==> src/rtl/voice_allocator_if.sv <==
// rtl/voice_allocator_if.sv - decoded MIDI event inputs and per-voice outputs of the voice allocator
interface voice_allocator_if #(
    parameter int N      = 8,
    parameter int NOTE_W = 7,
    parameter int VEL_W  = 7
);
    logic                en;
    logic                note_on;
    logic                note_off;
    logic [NOTE_W-1:0]   note;
    logic [VEL_W-1:0]    velocity;
    logic                sustain;
    logic                all_off;
    logic                busy;
    logic                dropped;
    logic                stolen;
    logic [N-1:0]        voice_start;
    logic [N-1:0]        voice_stop;
    logic [N-1:0]        voice_active;
    logic [N-1:0]        voice_held;
    logic [N*NOTE_W-1:0] voice_note;
    logic [N*VEL_W-1:0]  voice_vel;

    modport master (
        output en, note_on, note_off, note, velocity, sustain, all_off,
        input  busy, dropped, stolen, voice_start, voice_stop,
               voice_active, voice_held, voice_note, voice_vel
    );

    modport slave (
        input  en, note_on, note_off, note, velocity, sustain, all_off,
        output busy, dropped, stolen, voice_start, voice_stop,
               voice_active, voice_held, voice_note, voice_vel
    );
endinterface

==> src/rtl/voice_allocator.sv <==
// rtl/voice_allocator.sv - polyphonic voice allocator: retrigger, first-free, oldest-steal, note-off and sustain release
module voice_allocator #(
    parameter int N      = 8,
    parameter int NOTE_W = 7,
    parameter int VEL_W  = 7,
    parameter int AGE_W  = 8
) (
    input logic              MHz10,
    input logic              rst,
    voice_allocator_if.slave bus
);
    localparam int IW = $clog2(N);
    localparam logic [AGE_W-1:0] AGE_MAX = '1;

    typedef enum logic [1:0] {IDLE, SCAN, COMMIT} state_t;
    state_t state, state_next;

    logic [IW-1:0]     idx;
    logic              ev_off, ev_sus;
    logic [NOTE_W-1:0] ev_note;
    logic [VEL_W-1:0]  ev_vel;
    logic              match_ok, free_ok, old_ok;
    logic [IW-1:0]     match_idx, free_idx, old_idx;
    logic [AGE_W-1:0]  old_age;
    logic [N-1:0]      rel_mask;

    logic [NOTE_W-1:0] note_r [N];
    logic [VEL_W-1:0]  vel_r  [N];
    logic [AGE_W-1:0]  age_r  [N];
    logic [N-1:0]      active, held, start_q, stop_q;
    logic              busy_q, dropped_q, stolen_q, sus_q, sus_pend;

    logic              idle, event_in, live, accept, scan_step, commit_on, commit_off;
    logic              steal, sus_fall;
    logic [IW-1:0]     tgt;

    always_ff @(posedge MHz10 or posedge rst) begin
        if (rst) state <= IDLE;
        else     state <= state_next;
    end

    always_comb begin
        state_next = state;
        if (bus.all_off) begin
            state_next = IDLE;
        end else if (bus.en) begin
            case (state)
                IDLE:    if (event_in) state_next = SCAN;
                SCAN:    if (idx == IW'(N-1)) state_next = COMMIT;
                COMMIT:  state_next = IDLE;
                default: state_next = IDLE;
            endcase
        end
    end

    always_comb begin
        idle       = (state == IDLE);
        event_in   = bus.note_on | bus.note_off;
        live       = bus.en & ~bus.all_off;
        accept     = live & idle & event_in;
        scan_step  = live & (state == SCAN);
        commit_on  = live & (state == COMMIT) & ~ev_off;
        commit_off = live & (state == COMMIT) & ev_off;
        steal      = ~match_ok & ~free_ok;
        tgt        = match_ok ? match_idx : (free_ok ? free_idx : old_idx);
        sus_fall   = sus_q & ~bus.sustain;
    end

    always_ff @(posedge MHz10 or posedge rst) begin
        if (rst) begin
            idx <= '0; ev_off <= 1'b0; ev_sus <= 1'b0; ev_note <= '0; ev_vel <= '0;
            match_ok <= 1'b0; free_ok <= 1'b0; old_ok <= 1'b0;
            match_idx <= '0; free_idx <= '0; old_idx <= '0; old_age <= '0;
            rel_mask <= '0; active <= '0; held <= '0; start_q <= '0; stop_q <= '0;
            busy_q <= 1'b0; dropped_q <= 1'b0; stolen_q <= 1'b0;
            sus_q <= 1'b0; sus_pend <= 1'b0;
            for (int i = 0; i < N; i++) begin
                note_r[i] <= '0; vel_r[i] <= '0; age_r[i] <= '0;
            end
        end else if (bus.all_off) begin
            stop_q <= active; start_q <= '0; stolen_q <= 1'b0; dropped_q <= 1'b0;
            busy_q <= 1'b0; active <= '0; held <= '0;
            sus_pend <= 1'b0; sus_q <= bus.sustain;
            for (int i = 0; i < N; i++) begin
                note_r[i] <= '0; vel_r[i] <= '0; age_r[i] <= '0;
            end
        end else if (!bus.en) begin
            start_q <= '0; stop_q <= '0; stolen_q <= 1'b0; dropped_q <= 1'b0;
        end else begin
            start_q   <= '0;
            stop_q    <= '0;
            stolen_q  <= 1'b0;
            dropped_q <= event_in & ~idle;
            busy_q    <= (state_next != IDLE);
            sus_q     <= bus.sustain;
            sus_pend  <= sus_fall | (sus_pend & ~idle);

            // Pedal release shares the IDLE cycle with a possible event accept.
            if (idle && sus_pend) begin
                stop_q <= active & ~held;
                active <= active & held;
            end

            if (accept) begin
                ev_off  <= bus.note_off;
                ev_sus  <= bus.sustain;
                ev_note <= bus.note;
                ev_vel  <= bus.velocity;
                idx     <= '0;
                match_ok <= 1'b0; free_ok <= 1'b0; old_ok <= 1'b0;
                rel_mask <= '0;
            end

            if (scan_step) begin
                idx <= idx + 1'b1;
                if (ev_off) begin
                    if (held[idx] && note_r[idx] == ev_note) rel_mask[idx] <= 1'b1;
                end else begin
                    if (active[idx] && note_r[idx] == ev_note && !match_ok) begin
                        match_ok <= 1'b1; match_idx <= idx;
                    end
                    if (!active[idx] && !free_ok) begin
                        free_ok <= 1'b1; free_idx <= idx;
                    end
                    // Strict '>' keeps the lowest index among equally old voices.
                    if (active[idx] && (!old_ok || age_r[idx] > old_age)) begin
                        old_ok <= 1'b1; old_idx <= idx; old_age <= age_r[idx];
                    end
                end
            end

            if (commit_on) begin
                for (int i = 0; i < N; i++) begin
                    if (IW'(i) == tgt)                        age_r[i] <= '0;
                    else if (active[i] && age_r[i] != AGE_MAX) age_r[i] <= age_r[i] + 1'b1;
                end
                note_r[tgt]  <= ev_note;
                vel_r[tgt]   <= ev_vel;
                active[tgt]  <= 1'b1;
                held[tgt]    <= 1'b1;
                start_q[tgt] <= 1'b1;
                if (steal) begin
                    stop_q[tgt] <= 1'b1;
                    stolen_q    <= 1'b1;
                end
            end

            if (commit_off) begin
                held <= held & ~rel_mask;
                if (!ev_sus) begin
                    active <= active & ~rel_mask;
                    stop_q <= rel_mask;
                end
            end
        end
    end

    assign bus.busy         = busy_q;
    assign bus.dropped      = dropped_q;
    assign bus.stolen       = stolen_q;
    assign bus.voice_start  = start_q;
    assign bus.voice_stop   = stop_q;
    assign bus.voice_active = active;
    assign bus.voice_held   = held;

    for (genvar g = 0; g < N; g++) begin : g_pack
        assign bus.voice_note[g*NOTE_W +: NOTE_W] = note_r[g];
        assign bus.voice_vel[g*VEL_W +: VEL_W]    = vel_r[g];
    end
endmodule

==> src/flat_wrapper.sv <==
// flat-port wrapper written by rule: the top's interface ports become plain ports
module voice_allocator_flat 
#(
    parameter int N      = 8,
    parameter int NOTE_W = 7,
    parameter int VEL_W  = 7,
    parameter int AGE_W  = 8
)
  (MHz10, rst, bus_en, bus_note_on, bus_note_off, bus_note, bus_velocity, bus_sustain, bus_all_off, bus_busy, bus_dropped, bus_stolen, bus_voice_start, bus_voice_stop, bus_voice_active, bus_voice_held, bus_voice_note, bus_voice_vel);
  voice_allocator_if #(.N(N), .NOTE_W(NOTE_W), .VEL_W(VEL_W)) bus_i ();
  input logic MHz10;
  input logic rst;
  input wire logic [$bits(bus_i.en)-1:0] bus_en;
  input wire logic [$bits(bus_i.note_on)-1:0] bus_note_on;
  input wire logic [$bits(bus_i.note_off)-1:0] bus_note_off;
  input wire logic [$bits(bus_i.note)-1:0] bus_note;
  input wire logic [$bits(bus_i.velocity)-1:0] bus_velocity;
  input wire logic [$bits(bus_i.sustain)-1:0] bus_sustain;
  input wire logic [$bits(bus_i.all_off)-1:0] bus_all_off;
  output wire logic [$bits(bus_i.busy)-1:0] bus_busy;
  output wire logic [$bits(bus_i.dropped)-1:0] bus_dropped;
  output wire logic [$bits(bus_i.stolen)-1:0] bus_stolen;
  output wire logic [$bits(bus_i.voice_start)-1:0] bus_voice_start;
  output wire logic [$bits(bus_i.voice_stop)-1:0] bus_voice_stop;
  output wire logic [$bits(bus_i.voice_active)-1:0] bus_voice_active;
  output wire logic [$bits(bus_i.voice_held)-1:0] bus_voice_held;
  output wire logic [$bits(bus_i.voice_note)-1:0] bus_voice_note;
  output wire logic [$bits(bus_i.voice_vel)-1:0] bus_voice_vel;
  assign bus_i.en = bus_en;
  assign bus_i.note_on = bus_note_on;
  assign bus_i.note_off = bus_note_off;
  assign bus_i.note = bus_note;
  assign bus_i.velocity = bus_velocity;
  assign bus_i.sustain = bus_sustain;
  assign bus_i.all_off = bus_all_off;
  assign bus_busy = bus_i.busy;
  assign bus_dropped = bus_i.dropped;
  assign bus_stolen = bus_i.stolen;
  assign bus_voice_start = bus_i.voice_start;
  assign bus_voice_stop = bus_i.voice_stop;
  assign bus_voice_active = bus_i.voice_active;
  assign bus_voice_held = bus_i.voice_held;
  assign bus_voice_note = bus_i.voice_note;
  assign bus_voice_vel = bus_i.voice_vel;
  voice_allocator #(.N(N), .NOTE_W(NOTE_W), .VEL_W(VEL_W), .AGE_W(AGE_W)) u_core (.MHz10(MHz10), .rst(rst), .bus(bus_i));
endmodule
==> config.mk <==
export PLATFORM = sky130hd
export DESIGN_NAME = voice_allocator_flat
export DESIGN_NICKNAME = d
export VERILOG_FILES = /design/src/rtl/voice_allocator_if.sv /design/src/rtl/voice_allocator.sv /design/src/flat_wrapper.sv
export SDC_FILE = /design/constraint.sdc
export NUM_CORES = 1
export LEC_CHECK = 0
export BUFFER_PORTS_ARGS = -buffer_cell sky130_fd_sc_hd__buf_2
export CELL_PAD_IN_SITES_DETAIL_PLACEMENT = 2
export CELL_PAD_IN_SITES_GLOBAL_PLACEMENT = 2
export CORE_MARGIN = 3
export CORE_UTILIZATION = 34
export DETAILED_ROUTE_END_ITERATION = 12
export HOLD_SLACK_MARGIN = 0.02
export PLACE_DENSITY = 0.87
export SLEW_MARGIN = 10
export SYNTH_ARGS = -nofsm -noshare
export SYNTH_HDL_FRONTEND = slang
export SYNTH_SLANG_ARGS = --single-unit
==> constraint.sdc <==
create_clock -name MHz10 -period 10.6 [get_ports MHz10]
set_input_delay 3.18 -clock MHz10 [delete_from_list [all_inputs] [get_ports MHz10]]
set_output_delay 3.18 -clock MHz10 [all_outputs]
set_load 0.05 [all_outputs]
==> results.cfg <==
[global_route]
grt_use_total = 0.265
grt_max_degree = 107
grt_first_pass_wirelength_um = 78400
antenna_found_initial = 1
grt_overflow = 0
grt_pass1_vias = 11900

[floorplan]
fp.dieH_um = 195
io_pins = 168
core_um2 = 35000
die_area_um2 = 38200
rows = 68
die_w_um = 195
initial_core_util = 0.349

[pwr]
pwr-share-comb = 0.108
finalPower_mw = 2.54
netSwitchingPower_mw = 0.722
p_leak_nw = 7.18
powerDensity_nw_per_um2 = 174
clkPwrFrac = 0.460
vdd_ir_drop_max_mv = 0.121
swShare = 0.285
p_int_mw = 1.82
seqPwrFrac = 0.431

[timing]
hold_viol = 0
finalCritPeriodShare = 0.525
skew_ns = 0.0240
fmax_ghz = 0.180
whs_ns = 0.487
relSlewSlack = 0.238
fin_crit_ns = 5.57
layout_setup_ws_ns = 5.03
rsz0062_at_grt = false
worst_slew_pin_slew_ns = 1.14
finalMaxSlewViolations = 0
finalSetupViolations = 0
final.setup.tns_ns = 0

[placed_design]
io_buffers = 167
place_ws_ns = 4.63
gp_congestion = 0.820
hpwl_um = 32200
placed_cell_area_um2 = 13500
placed_cells = 1652

[clocking]
cts-root-buf = clkbuf_16
cts_max_level = 1
cts_tree = built
cts_made_buffers = 30
clk_latency_ns = 0.59
cts_resized = 0
clk_path_buf_depth = 3
clk_pin_slew_ns = 0.06
cts.sinks = 262
holdBufCountCts = 0
cts_setup_buffers = 0

[worst_hold_path]
min_path_cells = 2
hp-class = reg -> reg

[critical_path]
endpoint_kind = flop
max_stage_delay_ns = 0.80
crit_fanout = 24
slowest_stage = a311oi_1
crit_arrival_ns = 6.02
cp.required_ns = 11.06
crit_path_cell_trace = buf_2 -> nand3b_1 -> o21ba_2 -> buf_4 -> a311oi_1 -> inv_1 -> nor2_1 -> nand2_1 -> o21ai_0
ff2ff_path_depth = 11
crit_type = in -> reg
cp-start-kind = input pin

[route]
via_per_inst = 6.09
final_antenna_net_count = 0
postRouteWirelength_um = 51200
drcViolationCount = 0
drt_pre_antenna_iters = 5
vias = 10400
drt_iter0_drc = 779
post_drt_wl_per_cell_um = 30.0

[finish]
seq_area_um2 = 6560
final_util = 0.417
multi_input_area_um2 = 5300
fin_nets = 1268
final_cell_area_um2 = 14600
syn_to_final_growth_pct = 19.5
fin_cells = 1708
drive_gt1_frac = 0.247
diodes = 0
fillers = 3521

[synth]
synth-edff-count = 0
async_reset_ff_frac = 1.00
syn_area_um2 = 12200
synthFlopType = dfrtp_1
syn_nets = 1126
ys_seq_area_frac = 0.538
yosysWarnings = 0
synth_seq_cells = 262
ys_types = 49
synth_cells = 1087
syn-mean-instance-area_um2 = 11.2

[job]
cap_violations = 0

[status]
status = completed
-- placed cells by master, fill, tap and decap left out, drive strengths merged, types with 30 or more instances in the layout --
cell	instances
o21ai	55
mux4	32
dfrtp	262
a22o	114
buf	186
nor2	85
xor2	30
clkbuf	38
a21oi	39
nand2	129
-- path summary, 6_finish.rpt --
kind,from,slack (ns),endpoint
worst min-delay path,u_core.ev_sus,0.49,u_core.ev_sus
min in group asynchronous,rst,2.72,u_core.bus.voice_start[5]
worst max register to register,u_core.idx[0],6.21,u_core.old_idx[2]
worst max-delay path,bus_en,5.03,u_core.age_r[10]
worst min register to register,u_core.ev_sus,0.49,u_core.ev_sus
max in group asynchronous,rst,5.90,u_core.ev_vel[2]
-- logic make-up after synthesis --
kind of cell | after synthesis | synth area share
flip-flops | 262 | 0.538
XOR/XNOR | 37 | 0.0266
AO/OA/AOI/OAI | 260 | 0.158
AND/OR/NAND/NOR | 345 | 0.131
adder cells (fa/ha/maj) | 18 | 0.0185
buffers and inverters | 93 | 0.0314
multiplexers | 72 | 0.0964
-- power by group through the flow --
stage	Combinational, mW	Sequential (mW)	Clock (mW)
2_1_floorplan	0.228	1.05	0
3_3_place_gp	0.253	1.10	0
3_5_place_dp	0.265	1.11	0
4_1_cts	0.274	1.09	1.18
5_1_grt	0.290	1.10	1.22
6_report	0.275	1.09	1.17
-- synthesized netlist by cell type, types with 6 or more instances --
library cell    n  share of area
ha_1           18          0.018
buf_1          19         0.0058
nor2_1         85          0.026
dfrtp_1       262           0.54
and2_1         16         0.0082
o31ai_1         7         0.0043
nor3_1         10         0.0041
nand3_1        29          0.012
a21oi_1        39          0.016
inv_1          17         0.0052
a221oi_1        8         0.0057
and3_1         24          0.012
nand4_1        16         0.0082
nor2b_1         6         0.0031
mux4_2         25          0.046
clkbuf_1       45          0.014
or3_1           7         0.0036
xor2_1         30          0.022
mux2_2         23          0.021
nand2b_1        7         0.0036
nand2_1       129          0.040
mux4_1          7          0.015
a21o_1          9         0.0055
o21ai_0        50          0.021
xnor2_1         7         0.0050
mux2i_1        17          0.014
buf_2           9         0.0037
a32o_1          8         0.0066
a22o_1        114          0.082
-- layer usage --
layer / vias up / global-route usage / wire length, µm / part of all wire
met4: 0 / 0.120 / 2580 / 0.050
met5: - / 0 / 0 / 0
met1: 5546 / 0.320 / 20100 / 0.39
met3: 158 / 0.0566 / 3200 / 0.062
met2: 461 / 0.453 / 25400 / 0.50
li1: 4229 / - / - / -
-- worst max-delay path: cells and delay by family --
family          cells  cell delay, ns
compound gates      3            1.37
simple gates        3            0.66
buf+inv             3            0.80
-- layout make-up --
cell class,count,area share
clock buffers,38,0.0577
clock inverters,18,0.0178
inverters,17,0.00489
multi-input cells,732,0.363
flip-flops and latches,262,0.450
well taps,455,0.0391
repair buffers,186,0.0671
-- sequential cells by signal, summed over array words and instances (netlist names), 2 cells and up --
register / flops
u_core.bus.voice_vel: 56
u_core.match_idx: 3
u_core.age_r: 64
u_core.old_age: 8
u_core.free_idx: 3
u_core.idx: 3
u_core.bus.voice_note: 56
u_core.old_idx: 3
u_core.rel_mask: 8
u_core.ev_note: 7
u_core.bus.voice_start: 8
u_core.ev_vel: 7
u_core.state: 2
u_core.bus.voice_held: 8
u_core.bus.voice_active: 8
u_core.bus.voice_stop: 8
Note: power is estimated with default switching activity, not from simulation.
